**config.mk**
```make
export PLATFORM = sky130hd
export DESIGN_NAME = pcie_rst_seq
export DESIGN_NICKNAME = d
export VERILOG_FILES = /design/src/rtl/pcie_rst_seq_pkg.sv /design/src/rtl/pcie_rst_seq_sync_2ff.sv /design/src/rtl/pcie_rst_seq.sv
export SDC_FILE = /design/constraint.sdc
export NUM_CORES = 1
export LEC_CHECK = 0
export CELL_PAD_IN_SITES_DETAIL_PLACEMENT = 1
export CELL_PAD_IN_SITES_GLOBAL_PLACEMENT = 1
export CORE_MARGIN = 3
export CORE_UTILIZATION = 45
export CTS_CLUSTER_SIZE = 14
export DETAILED_ROUTE_END_ITERATION = 7
export PLACE_DENSITY = 0.79
export SLEW_MARGIN = 30
export SYNTH_ARGS = -nofsm -noshare
export SYNTH_HDL_FRONTEND = slang
export SYNTH_SLANG_ARGS = --single-unit
```
**constraint.sdc**
```tcl
create_clock -name sys_clk -period 3.5 [get_ports sys_clk]
set_clock_uncertainty 0.1 [all_clocks]
set_input_delay 0.7 -clock sys_clk [delete_from_list [all_inputs] [get_ports sys_clk]]
set_output_delay 0.7 -clock sys_clk [all_outputs]
set_load 0.1 [all_outputs]
```
**src/rtl/pcie_rst_seq_pkg.sv**
```systemverilog
// Shared types and sizing helpers for the PCIe reset / link bring-up sequencer.
package pcie_rst_seq_pkg;

    typedef enum logic [2:0] {
        IDLE,
        HOLD,
        RELEASE,
        WAIT_LINK,
        UP,
        FAIL
    } state_e;

    // One counter serves hold, release stagger and link-up timeout, so size it for the longest.
    function automatic int unsigned cnt_width(input int unsigned hold_cycles,
                                              input int unsigned stagger_span,
                                              input int unsigned linkup_timeout);
        int unsigned m;
        m = hold_cycles;
        if (stagger_span > m) m = stagger_span;
        if (linkup_timeout > m) m = linkup_timeout;
        return $clog2(m + 1);
    endfunction

    function automatic int unsigned rty_width(input int unsigned max_retry);
        return (max_retry == 0) ? 1 : $clog2(max_retry + 1);
    endfunction

endpackage

```
**src/rtl/pcie_rst_seq_sync_2ff.sv**
```systemverilog
// Two-flop synchroniser for one asynchronous level, cleared to 0 by reset.
module pcie_rst_seq_sync_2ff (
    input  logic clk,
    input  logic rst,
    input  logic d,
    output logic q
);

    logic meta_q, meta_d;
    logic sync_q, sync_d;

    always_comb begin
        meta_d = d;
        sync_d = meta_q;
    end

    always_ff @(posedge clk or posedge rst) begin
        if (rst) begin
            meta_q <= 1'b0;
            sync_q <= 1'b0;
        end else begin
            meta_q <= meta_d;
            sync_q <= sync_d;
        end
    end

    assign q = sync_q;

endmodule

```
**src/rtl/pcie_rst_seq.sv**
```systemverilog
// Reset / link bring-up sequencer: hold all devices, release them staggered,
// wait for every link, retry on timeout or link drop, report pass or fail.
module pcie_rst_seq
    import pcie_rst_seq_pkg::*;
#(
    parameter int unsigned NUM_DEV        = 2,
    parameter int unsigned HOLD_CYCLES    = 500,
    parameter int unsigned STAGGER_CYCLES = 16,
    parameter int unsigned LINKUP_TIMEOUT = 65536,
    parameter int unsigned MAX_RETRY      = 3,
    parameter int unsigned AUTO_START     = 1
) (
    input  logic                               sys_clk,
    input  logic                               sys_rst,
    input  logic                               start,
    input  logic [NUM_DEV-1:0]                 link_up,
    output logic [NUM_DEV-1:0]                 dev_rst_n,
    output logic                               busy,
    output logic                               all_up,
    output logic                               fail,
    output logic [NUM_DEV-1:0]                 fail_mask,
    output logic [rty_width(MAX_RETRY)-1:0]    retry_cnt
);

    localparam int unsigned CNT_W = cnt_width(HOLD_CYCLES, NUM_DEV * STAGGER_CYCLES, LINKUP_TIMEOUT);
    localparam int unsigned RTY_W = rty_width(MAX_RETRY);

    localparam logic [CNT_W-1:0] HOLD_LAST = CNT_W'(HOLD_CYCLES - 1);
    localparam logic [CNT_W-1:0] REL_LAST  = CNT_W'((NUM_DEV - 1) * STAGGER_CYCLES);
    localparam logic [CNT_W-1:0] TMO_LAST  = CNT_W'(LINKUP_TIMEOUT - 1);
    localparam logic [CNT_W-1:0] CNT_MAX   = {CNT_W{1'b1}};
    localparam logic [RTY_W-1:0] RTY_MAX   = RTY_W'(MAX_RETRY);

    logic [NUM_DEV-1:0] link_s;

    state_e             state_q, state_d;
    logic [CNT_W-1:0]   cnt_q, cnt_d;
    logic [RTY_W-1:0]   retry_q, retry_d;
    logic [NUM_DEV-1:0] mask_q, mask_d;
    logic [NUM_DEV-1:0] dev_q, dev_d;
    logic               busy_q, busy_d;
    logic               all_up_q, all_up_d;
    logic               fail_q, fail_d;
    logic               auto_q, auto_d;
    logic               link_lost;

    for (genvar g = 0; g < NUM_DEV; g++) begin : g_sync
        pcie_rst_seq_sync_2ff u_sync (
            .clk (sys_clk),
            .rst (sys_rst),
            .d   (link_up[g]),
            .q   (link_s[g])
        );
    end

    always_comb begin
        state_d   = state_q;
        cnt_d     = (cnt_q == CNT_MAX) ? cnt_q : cnt_q + CNT_W'(1);
        retry_d   = retry_q;
        mask_d    = mask_q;
        dev_d     = dev_q;
        auto_d    = 1'b0;
        link_lost = 1'b0;

        case (state_q)
            IDLE:      if (start || auto_q) state_d = HOLD;
            HOLD:      if (cnt_q == HOLD_LAST) state_d = RELEASE;
            RELEASE:   if (cnt_q == REL_LAST) state_d = WAIT_LINK;
            WAIT_LINK: begin
                if (&link_s) state_d = UP;
                else if (cnt_q == TMO_LAST) link_lost = 1'b1;
            end
            UP:        if (!(&link_s)) link_lost = 1'b1;
            FAIL: begin
                if (start) begin
                    state_d = HOLD;
                    retry_d = '0;
                    mask_d  = '0;
                end
            end
            default:   state_d = IDLE;
        endcase

        // Timeout and link drop share one retry path back through HOLD.
        if (link_lost) begin
            mask_d = ~link_s;
            if (retry_q < RTY_MAX) begin
                retry_d = retry_q + RTY_W'(1);
                state_d = HOLD;
            end else begin
                state_d = FAIL;
            end
        end

        if (state_d != state_q) cnt_d = '0;
        if (state_d == UP && state_q != UP) mask_d = '0;

        // Device i is released when the RELEASE cycle it will see equals i*STAGGER_CYCLES.
        case (state_d)
            IDLE, HOLD: dev_d = '0;
            RELEASE: begin
                for (int unsigned i = 0; i < NUM_DEV; i++) begin
                    if (cnt_d == CNT_W'(i * STAGGER_CYCLES)) dev_d[i] = 1'b1;
                end
            end
            default: dev_d = dev_q;
        endcase

        busy_d   = (state_d == HOLD) || (state_d == RELEASE) || (state_d == WAIT_LINK);
        all_up_d = (state_d == UP);
        fail_d   = (state_d == FAIL);
    end

    always_ff @(posedge sys_clk or posedge sys_rst) begin
        if (sys_rst) begin
            state_q  <= IDLE;
            cnt_q    <= '0;
            retry_q  <= '0;
            mask_q   <= '0;
            dev_q    <= '0;
            busy_q   <= 1'b0;
            all_up_q <= 1'b0;
            fail_q   <= 1'b0;
            auto_q   <= (AUTO_START != 0);
        end else begin
            state_q  <= state_d;
            cnt_q    <= cnt_d;
            retry_q  <= retry_d;
            mask_q   <= mask_d;
            dev_q    <= dev_d;
            busy_q   <= busy_d;
            all_up_q <= all_up_d;
            fail_q   <= fail_d;
            auto_q   <= auto_d;
        end
    end

    assign dev_rst_n = dev_q;
    assign busy      = busy_q;
    assign all_up    = all_up_q;
    assign fail      = fail_q;
    assign fail_mask = mask_q;
    assign retry_cnt = retry_q;

endmodule
```
==> insert_results.sql, run 1 <==
INSERT INTO impl_metrics (metric_group, metric, value, unit) VALUES
('die', 'floorplan.initialDensity', '48.19', '%'),
('die', 'die_w', '72.62', 'um'),
('power', 'ir_drop', '275.0', 'uV'),
('finish', 'most_frequent_cells_in_the_layout', 'dfrtp_1 (33), nor2_1 (26), nand2_1 (20)', ''),
('clocking', 'hold_buffers', '0', ''),
('sta', 'final.setup.tns', '0', 'ps'),
('power', 'power.share.combinational', '2.2', '%'),
('sta', 'share_of_the_cycle_needed_by_the_critical_path_after_routing', '85.22', '%'),
('clocking', 'clockBufferDepth', '2', ''),
('worst_hold_path', 'class_of_the_worst_hold_path', 'reg -> reg', ''),
('global_routing', 'vias_in_the_first_global_route', '1711', ''),
('sta', 'final_period_minus_worst_setup_slack', '2983', 'ps'),
('die', 'design.core.area', '4144', 'sq um'),
('clocking', 'cts_repair_resize_count', '0', ''),
('sta', 'rsz_0062_raised_after_global_routing', 'no', ''),
('synth', 'postSynth.asyncResetShare', '100.0', '%'),
('global_routing', 'grt_start_max_net_pins', '19', ''),
('setup_path', 'crit_path_category', 'reg -> reg', ''),
('placement', 'port_buffers', '13', ''),
('synth', 'yosys-top-cells-area', 'dfrtp_1 (41%), nor2_1 (4.9%), o21ai_0 (4.3%), nand2_1 (3.8%), buf_6 (3.4%)', ''),
('finish', 'mostFrequentLayoutCell', 'dfrtp_1', ''),
('global_routing', 'grt_pass1_wl', '8487', 'um'),
('synth', 'synth.distinct_cells', '44', ''),
('clocking', 'post-cts-setup-buffers', '0', ''),
('placement', 'place_inst', '275', ''),
('global_routing', 'antenna_violations_before_repair', '0', ''),
('power', 'seq_power_share', '50.8', '%'),
('sta', 'number_of_pins_with_negative_max_slew_slack_in_the_final_report', '0', ''),
('synth', 'yosysSeqAreaShare', '42.67', '%'),
('power', 'p_switching', '0.1685', 'mW'),
('clocking', 'tritoncts', 'built', ''),
('die', 'design.portCount', '14', ''),
('die', 'std_cell_rows', '23', ''),
('finish', 'diodes', '0', ''),
('synth', 'post_synthesis_instance_total', '224', ''),
('clocking', 'clk_transition_reported_paths', '70', 'ps'),
('drt', 'first_pass_iters', '4', ''),
('drt', 'route.antenna.remaining_nets', '0', ''),
('synth', 'syn_area_per_cell', '8.915', 'sq um'),
('power', 'power.static_leakage', '0.9479', 'nW'),
('global_routing', 'use_met2', '32.67', '%'),
('power', 'powerDensity', '356.2', 'nW/um^2'),
('clocking', 'cts_root_buf', 'clkbuf_8', ''),
('clocking', 'clkSinkCount', '34', ''),
('run_status', 'outcome', 'completed', ''),
('power', 'power_frac_clock', '47.1', '%'),
('synth', 'postSynth.topFlopCell', 'dfrtp_1', ''),
('global_routing', 'global_route.peak_usage_layer', 'met2', ''),
('finish', 'area.growth.synth_to_final', '9.963', '%'),
('synth', 'ys_seq_elements', '34', ''),
('setup_path', 'rr_worst_depth', '8', ''),
('drt', 'post-route-drc-count', '0', ''),
('drt', 'overall_routed_net_length', '4878', 'um'),
('die', 'die_h', '72.62', 'um'),
('clocking', 'htree_levels', '2', ''),
('setup_path', 'timing.critical_path.to_type', 'flop', ''),
('synth', 'synth_top_cell_area_share', '41.35', '%'),
('setup_path', 'arrival', '3090', 'ps'),
('setup_path', 'critical_path_startpoint_category', 'flop', ''),
('finish', 'post_route_insts_no_fill', '283', ''),
('setup_path', 'critical_path.max_fanout', '18', ''),
('synth', 'post_synth_edffs', '0', ''),
('sta', 'actual_slew_at_the_worst_max_slew_pin', '968.8', 'ps'),
('global_routing', 'grtUsageTotal', '20.67', '%'),
('power', 'p_int', '0.6136', 'mW'),
('drt', 'routed-via-count', '1673', ''),
('sta', 'clock.fmax', '335.3', 'MHz'),
('placement', 'estimated_wirelength_of_the_detail_placed_design', '3568', 'um'),
('drt', 'drt_first_iter_violations', '113', ''),
('power', 'power.share.switching', '21.55', '%'),
('power', 'post-layout-total-power', '0.7821', 'mW');
-- final timing paths --
path | end | from | slack [ps]
worst max-delay path | dev_rst_n[1]$_DFFE_PP0P_ | cnt_q[0]$_DFF_PP0_ | 520
worst min-delay path | g_sync[0].u_sync.q$_DFF_PP0_ | g_sync[0].u_sync.meta_q$_DFF_PP0_ | 250
worst max register to register | dev_rst_n[1]$_DFFE_PP0P_ | cnt_q[0]$_DFF_PP0_ | 520
worst min register to register | g_sync[0].u_sync.q$_DFF_PP0_ | g_sync[0].u_sync.meta_q$_DFF_PP0_ | 250
max in group asynchronous | auto_q$_DFF_PP1_ | sys_rst | 1880
min in group asynchronous | fail$_DFF_PP0_ | sys_rst | 690
-- layer usage --
| metal | wire length (um) | part of all wire, % |
|---|---|---|
| met1 | 2296 | 47 |
| met2 | 2280 | 47 |
| met3 | 222 | 4.6 |
| met4 | 79 | 1.6 |
| met5 | 0 | 0 |
-- cells in the mapped netlist (4+ instances only) --
cell / count
dfrtp_1: 33
nor2_1: 26
nand2_1: 20
o21ai_0: 17
nand3_1: 12
a21oi_1: 8
nand4_1: 8
buf_2: 7
nor3_1: 7
xor2_1: 7
and4_1: 6
buf_6: 6
inv_1: 6
nor4_1: 5
xnor2_1: 5
and2_1: 4
and3_1: 4
nand2b_1: 4
-- final cells by class --
type	count	area (sq um)
tap	50	62.56
clock inverter	3	45.04
sequential	34	852.1
multi-input combinational	170	1015
timing repair buffer	15	130.1
clock buffer	5	68.82
inverter	6	22.52
fill	503	1948
-- cell families (layout without fill, tap and decap cells) --
kind of cell	after synthesis	count (layout)	share of synthesized area [%]
simple gates	113	113	30.45
compound gates	38	38	11.53
flops	34	34	42.67
buf+inv	20	29	6.516
xor+xnor	12	12	5.263
fa+ha+maj	3	3	1.880
mux	3	3	1.504
other cells	1	1	0.1878
-- flip-flops by register name (all words and copies together), names as in the netlist --
register              cells
cnt_q                    17
state_q                   3
dev_rst_n                 2
fail_mask                 2
g_sync.u_sync.meta_q      2
g_sync.u_sync.q           2
retry_cnt                 2
all_up                    1
auto_q                    1
busy                      1
fail                      1
-- power by group through the flow --
stage	logic, mW	registers, mW	clock network [mW]
floorplan	0.00873	0.404	0
global placement	0.0168	0.405	0
detailed placement	0.0177	0.405	0
CTS	0.0177	0.397	0.375
global route	0.0195	0.398	0.394
finish	0.0170	0.397	0.368
-- critical path, stage by stage (launching register included) --
cell and delay, ps:
dfrtp_1 450, ha_1 280, and3_4 260, and4_4 280, and3_1 310, nor2_1 80, o21ai_0 150, or3b_1 670
o31ai_2 330
-- metrics by stage --
stage / worst slack (ps) / hold WS [ps] / util (%) / area (sq um)
final: 517.2 / 252.2 / 52.99 / 2196
after global routing: 304.6 / 272.0 / 52.99 / 2196
after CTS: 543.5 / 253.9 / 52.99 / 2196
after detailed placement: 561.6 / 236.3 / 50.24 / 2082
after global placement: 700.8 / 234.0 / 50.24 / 2082
after floorplan: 875.4 / 231.2 / - / 1997
(Power assumes the default switching activity.)
==> run 2: changes to the inputs <==
- REMOVE_ABC_BUFFERS: unset -> 1
==> insert_results.sql, run 2 (synthesized netlist as in run 1, its figures left out) <==
INSERT INTO impl_metrics (metric_group, metric, value, unit) VALUES
('clocking', 'clkSinkCount', '34', ''),
('clocking', 'post-cts-setup-buffers', '0', ''),
('die', 'std_cell_rows', '23', ''),
('power', 'powerDensity', '354.8', 'nW/um^2'),
('setup_path', 'crit_path_start', 'cnt_q[0]$_DFF_PP0_', ''),
('power', 'p_switching', '0.1653', 'mW'),
('finish', 'reg.largest.list', 'cnt_q x17, state_q x3', ''),
('finish', 'regMostFlops', 'cnt_q', ''),
('global_routing', 'overflow', '0', ''),
('power', 'ir_drop', '213.7', 'uV'),
('finish', 'diodes', '0', ''),
('sta', 'final.setup.tns', '0', 'ps'),
('drt', 'first_pass_iters', '4', ''),
('power', 'post-layout-total-power', '0.7790', 'mW'),
('clocking', 'cts_repair_resize_count', '0', ''),
('placement', 'estimated_wirelength_of_the_detail_placed_design', '3556', 'um'),
('finish', 'fillers', '506', ''),
('clocking', 'htree_levels', '2', ''),
('global_routing', 'vias_in_the_first_global_route', '1764', ''),
('power', 'seq_power_share', '51.0', '%'),
('die', 'floorplan.initialDensity', '48.19', '%'),
('clocking', 'cts_root_buf', 'clkbuf_8', ''),
('finish', 'flip_flop_count_of_the_largest_register_after_layout', '17', ''),
('worst_hold_path', 'class_of_the_worst_hold_path', 'reg -> reg', ''),
('sta', 'final-hold-violation-count', '0', ''),
('drt', 'post-route-drc-count', '0', ''),
('drt', 'drt_first_iter_violations', '105', ''),
('sta', 'timing.final.setup_violations', '0', ''),
('power', 'power.share.combinational', '2.2', '%'),
('finish', 'finalNetCount', '240', ''),
('flow_run', 'max_cap_viol_count', '0', ''),
('setup_path', 'rr_worst_depth', '8', ''),
('run_status', 'outcome', 'completed', ''),
('die', 'die_w', '72.62', 'um'),
('power', 'power.share.switching', '21.23', '%'),
('clocking', 'clockBufferDepth', '2', ''),
('sta', 'number_of_pins_with_negative_max_slew_slack_in_the_final_report', '0', ''),
('sta', 'clock.fmax', '324.3', 'MHz'),
('setup_path', 'critical_path.max_fanout', '18', ''),
('finish', 'mostFrequentLayoutCell', 'dfrtp_1', ''),
('finish', 'finalCoreUtilization', '52.99', '%'),
('global_routing', 'grt_pass1_wl', '8742', 'um'),
('drt', 'overall_routed_net_length', '4955', 'um'),
('die', 'die_h', '72.62', 'um'),
('sta', 'final_period_minus_worst_setup_slack', '3083', 'ps'),
('global_routing', 'grtUsageTotal', '21.11', '%'),
('finish', 'proportion_of_layout_cells_with_a_drive_suffix_above_1', '9.442', '%'),
('drt', 'route.antenna.remaining_nets', '0', ''),
('finish', 'most_frequent_cells_in_the_layout', 'dfrtp_1 (33), nor2_1 (26), nand2_1 (20)', ''),
('sta', 'actual_slew_at_the_worst_max_slew_pin', '979.1', 'ps'),
('setup_path', 'arrival', '3180', 'ps'),
('placement', 'port_buffers', '13', ''),
('global_routing', 'antenna_violations_before_repair', '0', ''),
('finish', 'area.growth.synth_to_final', '9.963', '%'),
('sta', 'share_of_the_cycle_needed_by_the_critical_path_after_routing', '88.10', '%'),
('setup_path', 'r2r_end', 'dev_rst_n[1]$_DFFE_PP0P_', ''),
('setup_path', 'critical_path_startpoint_category', 'flop', ''),
('clocking', 'hold_buffers', '0', ''),
('drt', 'wl_per_cell', '17.51', 'um'),
('die', 'design.core.area', '4144', 'sq um'),
('setup_path', 'timing.critical_path.to_type', 'flop', ''),
('power', 'power_frac_clock', '46.8', '%'),
('setup_path', 'crit_path_category', 'reg -> reg', ''),
('power', 'p_int', '0.6136', 'mW'),
('setup_path', 'worstSetupEndpoint', 'dev_rst_n[1]$_DFFE_PP0P_', ''),
('die', 'die_area', '5273', 'sq um'),
('clocking', 'tritoncts', 'built', ''),
('drt', 'drt-vias-per-instance', '5.947', ''),
('drt', 'routed-via-count', '1683', ''),
('setup_path', 'regToRegStartpoint', 'cnt_q[0]$_DFF_PP0_', ''),
('placement', 'post_dp_cell_area', '2082', 'sq um'),
('power', 'power.static_leakage', '0.9479', 'nW'),
('setup_path', 'worstPathRequired', '3600', 'ps'),
('clocking', 'cts_made_buffers', '5', ''),
('sta', 'slew_headroom', '34.52', '%'),
('sta', 'timing.hold.ws', '256.3', 'ps'),
('clocking', 'clk_latency', '280', 'ps'),
('die', 'design.portCount', '14', ''),
('finish', 'post-route-cell-area', '2196', 'sq um'),
('global_routing', 'grt_start_max_net_pins', '35', ''),
('placement', 'gp_routability_congestion', '0.9266', ''),
('clocking', 'clk_transition_reported_paths', '80', 'ps'),
('sta', 'rsz_0062_raised_after_global_routing', 'no', ''),
('setup_path', 'r2r_setup_slack', '420', 'ps');
[run 2: cell counts in the layout (fill, tap and decap cells not counted)]
No cell type changed its count.
[run 2: layout make-up]
type                    instances  area [sq um]  share of cell area, %
multi-input cells             170          1015                  46.21
flip-flops and latches         34         852.1                  38.80
repair buffers                 15         130.1                  5.926
clock buffers                   5         68.82                  3.134
well taps                      50         62.56                  2.849
clock inverters                 3         45.04                  2.051
inverters                       6         22.52                  1.026
[run 2: critical path, stage by stage, from the launching register on]
cell     delay (ps)
dfrtp_1         450
ha_1            300
and3_4          200
and4_4          200
a21oi_1         340
nor2_1          170
o21ai_0         210
or3b_1          670
o31ai_2         340
[run 2: routing by layer]
| metal | GRT usage (%) | up-vias | wire [um] |
|---|---|---|---|
| met5 | 0 | - | 0 |
| met3 | 4.545 | 6 | 157 |
| met1 | 28.58 | 839 | 2379 |
| met4 | 6.148 | 0 | 60 |
| li1 | - | 809 | - |
| met2 | 34.07 | 29 | 2357 |
[run 2: power by group through the flow]
stage / Sequential, mW / Clock (mW) / Combinational (mW)
after floorplan: 0.404 / 0 / 0.00873
after global placement: 0.405 / 0 / 0.0171
after detailed placement: 0.405 / 0 / 0.0178
after CTS: 0.397 / 0.366 / 0.0179
after global routing: 0.398 / 0.389 / 0.0199
final: 0.397 / 0.365 / 0.0171
[run 2: how the worst min path moves through the flow]
stage | end | from | cells after the start | slack, ps
floorplan | g_sync[0].u_sync.q$_DFF_PP0_ | g_sync[0].u_sync.meta_q$_DFF_PP0_ | 0 | 230
global placement | g_sync[1].u_sync.q$_DFF_PP0_ | g_sync[1].u_sync.meta_q$_DFF_PP0_ | 0 | 240
detailed placement | g_sync[0].u_sync.q$_DFF_PP0_ | g_sync[0].u_sync.meta_q$_DFF_PP0_ | 0 | 240
CTS | g_sync[0].u_sync.q$_DFF_PP0_ | g_sync[0].u_sync.meta_q$_DFF_PP0_ | 0 | 260
global route | g_sync[1].u_sync.q$_DFF_PP0_ | g_sync[1].u_sync.meta_q$_DFF_PP0_ | 0 | 280
finish | g_sync[0].u_sync.q$_DFF_PP0_ | g_sync[0].u_sync.meta_q$_DFF_PP0_ | 0 | 260
[run 2: stage by stage]
stage | std cells | setup WS (ps)
floorplan | 210 | 937.7
global placement | 275 | 677.2
detailed placement | 275 | 459.6
CTS | 283 | 417.3
global route | 283 | 233.9
finish | 283 | 416.6
